**config.mk**
```make
export PLATFORM = sky130hd
export DESIGN_NAME = demux16_deser
export DESIGN_NICKNAME = d
export VERILOG_FILES = /design/src/rtl/demux16_deser.sv
export SDC_FILE = /design/constraint.sdc
export NUM_CORES = 1
export LEC_CHECK = 0
export BUFFER_PORTS_ARGS = -buffer_cell sky130_fd_sc_hd__buf_4
export CAP_MARGIN = 20
export CORE_MARGIN = 3
export CORE_UTILIZATION = 33
export CTS_CLUSTER_DIAMETER = 120
export DETAILED_ROUTE_END_ITERATION = 6
export GPL_ROUTABILITY_DRIVEN = 0
export GPL_TIMING_DRIVEN = 0
export SYNTH_ARGS = -nofsm -noshare
export SYNTH_HDL_FRONTEND = slang
export SYNTH_SLANG_ARGS = --single-unit
```
**constraint.sdc**
```tcl
create_clock -name clk -period 7.8 [get_ports clk]
set_input_delay 2.34 -clock clk [delete_from_list [all_inputs] [get_ports clk]]
set_output_delay 2.34 -clock clk [all_outputs]
set_load 0.03 [all_outputs]
```
**src/rtl/demux16_deser.sv**
```systemverilog
// Serial-to-parallel demux: steers one din bit per accepted beat into one of WIDTH registered lanes.
// Latency: an accepted beat is visible on dout/written/ptr one cycle after its edge; frame_valid follows the completing beat by one cycle.
// Backpressure: din_ready drops while a complete frame is held, while en is low, and while in reset; it is released by frame_ready or clear.
module demux16_deser #(
  parameter int WIDTH = 16,
  parameter int SEL_W = 4
) (
  input  logic             clk,
  input  logic             rst_n,
  input  logic             en,
  input  logic             mode,
  input  logic [SEL_W-1:0] sel,
  input  logic             din,
  input  logic             din_valid,
  output logic             din_ready,
  input  logic             clear,
  input  logic             frame_ready,
  output logic [WIDTH-1:0] dout,
  output logic [WIDTH-1:0] written,
  output logic [SEL_W-1:0] ptr,
  output logic             frame_valid,
  output logic [7:0]       frame_count
);

  typedef enum logic [1:0] {
    IDLE = 2'd0,
    FILL = 2'd1,
    HOLD = 2'd2
  } state_t;

  state_t           state_q, state_d;
  logic [WIDTH-1:0] dout_q, dout_d;
  logic [WIDTH-1:0] written_q, written_d;
  logic [SEL_W-1:0] ptr_q, ptr_d;
  logic [7:0]       count_q, count_d;

  logic [SEL_W-1:0] addr;
  logic [WIDTH-1:0] lane_onehot;
  logic             accept;
  logic             completes;

  // Handshake and lane decode; din_valid only qualifies accept, never din_ready.
  always_comb begin
    din_ready   = rst_n & en & (state_q != HOLD);
    accept      = din_valid & din_ready & ~clear;
    addr        = mode ? ptr_q : sel;
    lane_onehot = '0;
    lane_onehot[addr] = 1'b1;
    // A rewrite of an already-written lane cannot complete: written only reaches
    // all ones via a new lane, since an all-ones mask implies HOLD (no accepts).
    completes   = accept & ~written_q[addr] & (&(written_q | lane_onehot));
  end

  // Next-state and datapath update; clear overrides accept and frame_ready.
  always_comb begin
    state_d   = state_q;
    dout_d    = dout_q;
    written_d = written_q;
    ptr_d     = ptr_q;
    count_d   = count_q;
    if (clear) begin
      state_d   = IDLE;
      written_d = '0;
      ptr_d     = '0;
    end else begin
      case (state_q)
        IDLE, FILL: begin
          if (accept) begin
            dout_d[addr] = din;
            written_d    = written_q | lane_onehot;
            if (mode) begin
              ptr_d = ptr_q + 1'b1;
            end
            if (completes) begin
              state_d = HOLD;
              count_d = count_q + 8'd1;
            end else begin
              state_d = FILL;
            end
          end
        end
        HOLD: begin
          if (frame_ready) begin
            state_d   = IDLE;
            written_d = '0;
            ptr_d     = '0;
          end
        end
        default: begin
          state_d   = IDLE;
          written_d = '0;
          ptr_d     = '0;
        end
      endcase
    end
  end

  // State and datapath registers; reset also wipes the held frame data.
  always_ff @(posedge clk) begin
    if (!rst_n) begin
      state_q   <= IDLE;
      dout_q    <= '0;
      written_q <= '0;
      ptr_q     <= '0;
      count_q   <= '0;
    end else if (en || clear || frame_ready) begin
      state_q   <= state_d;
      dout_q    <= dout_d;
      written_q <= written_d;
      ptr_q     <= ptr_d;
      count_q   <= count_d;
    end
  end

  // Outputs come straight from registers.
  always_comb begin
    dout        = dout_q;
    written     = written_q;
    ptr         = ptr_q;
    frame_valid = (state_q == HOLD);
    frame_count = count_q;
  end

endmodule

```
==> reports/summary.txt <==
SETUP PATH
-------------------------------------------------------------------------------------
Path depth of the worst reg2reg path                                                7
Critical Path RT                                                              5.46 ns
Setup Crit Path Kind                                                     input pin to output pin
Worst Setup End Kind                                                       output pin
Crit path launch type                                                       input pin
Signal arrival time at the worst endpoint                                     2.80 ns
Worst-path maximum fanout                                                           4

TIMING
-------------------------------------------------------------------------------------
Clock period minus final worst setup slack                                    5.14 ns
Worst setup margin                                                            2.66 ns
Final Hold Fails                                                                    0
Slew Limit Headroom                                                             0.414
Worst slew pin tran                                                          0.872 ns
Final period util                                                               0.659
Final hold slack                                                             0.456 ns
Clock tree skew after final layout                                         0.00811 ns
Number of setup violations in the final report                                      0
Post-route setup TNS                                                             0 ns
Final Max Slew Viols                                                                0
Maximum clock frequency                                                       195 MHz
Setup repair after global routing missed its margin                             false

CTS
-------------------------------------------------------------------------------------
TritonCTS clock tree                                                             done
Later-pin clock latency in the skew report                                    0.30 ns
Library cell used as clock root buffer                                   sky130_fd_sc_hd__clkbuf_8
Number of buffers on the longest clock path                                         2
H-tree levels                                                                       2
Buffers inserted by post-CTS timing repair                                          0
Clock sink total                                                                   46
Cts-stage hold buffer count                                                         0
Number of buffers created by CTS                                                    5
Clock-pin slew of the registers on the worst-case setup and hold paths        0.08 ns
Post-cts gate resize count                                                          0

GLOBAL ROUTE
-------------------------------------------------------------------------------------
Maximum number of pins on one net before global-route repair                       15
First-pass GRT wire length                                                   11200 um
Congestion Overflow GR                                                              0
Overall track demand over capacity in global routing                            0.165
Via count of the first global-routing pass                                       2214
Antenna violations before repair                                                    0

FLOORPLANNING
-------------------------------------------------------------------------------------
Chip height                                                                   92.3 um
Count of standard-cell rows                                                        30
Ports placed on the boundary                                                       58
Die ar.                                                                  0.00852 sq mm
Core area                                                                0.00702 sq mm
Width of the chip                                                             92.3 um
Initial standard-cell utilization of the core                                   0.350

SYNTHESIS
-------------------------------------------------------------------------------------
Fraction of registers with async set/reset                                          0
Post-synthesis instance area                                             0.00246 sq mm
Portion of the post-synthesis area used by sequential elements                  0.375
Most used flip-flop cell after synthesis                                 sky130_fd_sc_hd__dfxtp_1
Syn nets                                                                          309
Average size of a mapped cell                                              8.33 sq um
Count of cell types in the netlist                                                 57
Cell count after synthesis                                                        295
Count of yosys warnings during synthesis                                            0
#FFs+latches synth                                                                 46
EDFF count, synth                                                                   0

FINAL LAYOUT
-------------------------------------------------------------------------------------
Layout overhead on the synthesized area                                         25.9%
Nets                                                                              372
Share of final-layout standard cells stronger than drive strength 1             0.248
Antenna diodes                                                                      0

DETAILED ROUTING
-------------------------------------------------------------------------------------
Iteration-0 DRC Markers                                                           182
First-pass iteration count of the detailed router                                   4
Count of vias placed by the detailed router                                      2363
Final routed wire length divided by cell count                                15.1 um
DRT antenna net count                                                               0
Drc violations                                                                      0
Detailed-route wire length                                                    6870 um
Vias per cell                                                                    5.19

POWER
-------------------------------------------------------------------------------------
Worst vdd ir                                                                0.0750 mV
LEAKAGE                                                                       1.20 nW
Power density normalized to cell area                                     140 mW/mm^2

STATUS
-------------------------------------------------------------------------------------
Outcome                                                                  complete, no violations

PLACED DESIGN
-------------------------------------------------------------------------------------
Placed wire-length estimate after detailed placement                          5220 um
Port Buffer Count                                                                  56
Pre-CTS setup slack                                                           2.66 ns

WORST HOLD PATH
-------------------------------------------------------------------------------------
Hold path cells                                                                     2
Classification of the worst-slack hold path                              flop to flop

FLOW RUN
-------------------------------------------------------------------------------------
Total of max-cap violations                                                         0

[worst paths after layout]
kind	from	end	slack [ns]
setup reg to reg	ptr[0]	frame_count[5]	4.93
hold / removal	dout[6]	dout[6]	0.46
hold reg to reg	dout[6]	dout[6]	0.46
setup / recovery	en	din_ready	2.66
[worst max-delay path: stages]
cell	delay, ns
sky130_fd_sc_hd__buf_4	0.12
sky130_fd_sc_hd__and3_1	0.17
sky130_fd_sc_hd__buf_4	0.17
[final cells by class]
cell class | instances | area [sq um]
Buffer | 14 | 81.3
Clock buffer | 6 | 82.6
Clock inverter | 2 | 12.5
Fill cell | 729 | 3930
Inverter | 7 | 26.3
Multi-Input combinational cell | 228 | 1430
Sequential cell | 46 | 921
Tap cell | 96 | 120
Timing Repair Buffer | 56 | 420
[cells in the mapped netlist (all sizes together), types with 3 or more instances]
cell type	count	share of area
nand4	5	0.015
o22ai	5	0.013
nor3b	3	0.011
and2	3	0.0076
dfxtp	46	0.37
or3	9	0.023
a21oi	44	0.090
nand3b	4	0.012
clkbuf	11	0.021
or3b	4	0.015
mux2	3	0.014
nand3	18	0.039
mux2i	9	0.040
a22oi	6	0.018
nand2	50	0.080
a31oi	4	0.010
o21ai	8	0.016
inv	6	0.0092
or2	3	0.0076
buf	3	0.012
nor2	20	0.031
[cell usage in the layout (no fill, tap or decap), types with 3 or more instances in the layout]
cell type / Yosys / layout
sky130_fd_sc_hd__a21oi_1: 44 / 44
sky130_fd_sc_hd__mux2i_1: 7 / 7
sky130_fd_sc_hd__or3b_1: 3 / 3
sky130_fd_sc_hd__clkbuf_1: 10 / 10
sky130_fd_sc_hd__clkbuf_8: 1 / 7
sky130_fd_sc_hd__o22ai_1: 5 / 5
sky130_fd_sc_hd__a31oi_1: 4 / 4
sky130_fd_sc_hd__inv_1: 6 / 6
sky130_fd_sc_hd__o21ai_0: 8 / 8
sky130_fd_sc_hd__dfxtp_1: 46 / 46
sky130_fd_sc_hd__nand2_1: 48 / 48
sky130_fd_sc_hd__nor2_1: 20 / 20
sky130_fd_sc_hd__nand3_1: 17 / 17
sky130_fd_sc_hd__or3_1: 9 / 9
sky130_fd_sc_hd__a22oi_1: 6 / 6
sky130_fd_sc_hd__nand4_1: 4 / 4
sky130_fd_sc_hd__and2_1: 3 / 3
sky130_fd_sc_hd__buf_4: 1 / 57
sky130_fd_sc_hd__nand3b_1: 4 / 4
[per-stage QoR]
step           cell area [sq um]  utilization  total power [mW]  instances
3_3_place_gp                3000        0.427             0.285        447
3_5_place_dp                3000        0.427             0.286        447
6_report                    3090        0.441             0.433        455
5_1_grt                     3090        0.441             0.450        455
2_1_floorplan               2460            -             0.269        295
4_1_cts                     3090        0.441             0.437        455
[cells by family (layout without fill, tap and decap cells)]
kind of cell,count (synthesis),after routing,synth area share
buffers and inverters,21,85,0.0438
AND/OR/NAND/NOR,131,131,0.292
adder cells (fa/ha/maj),2,2,0.0102
AO/OA/AOI/OAI,80,80,0.204
XOR/XNOR,1,1,0.00356
multiplexers,14,14,0.0718
flip-flops,46,46,0.375
[layer usage]
metal  GRT usage  routed length [um]  vias up
met4      0.0446                  85        0
met1       0.231                3390     1102
met5           0                   0        -
met3      0.0317                 274        8
li1            -                   -     1202
met2       0.259                3120       51
[flip-flops by register name, indices dropped and copies added (netlist names)]
name,count
state_q,2
ptr,4
frame_count,8
written,16
dout,16
[power by group]
part	internal (mW)	leakage (nW)	switching, mW	total, mW
registers	0.235	0.371	0.000682	0.236
clock network	0.0713	0.0472	0.0813	0.153
logic	0.0154	0.785	0.0291	0.0445
total	0.322	1.20	0.111	0.433
Note: power is estimated with default switching activity, not from simulation.
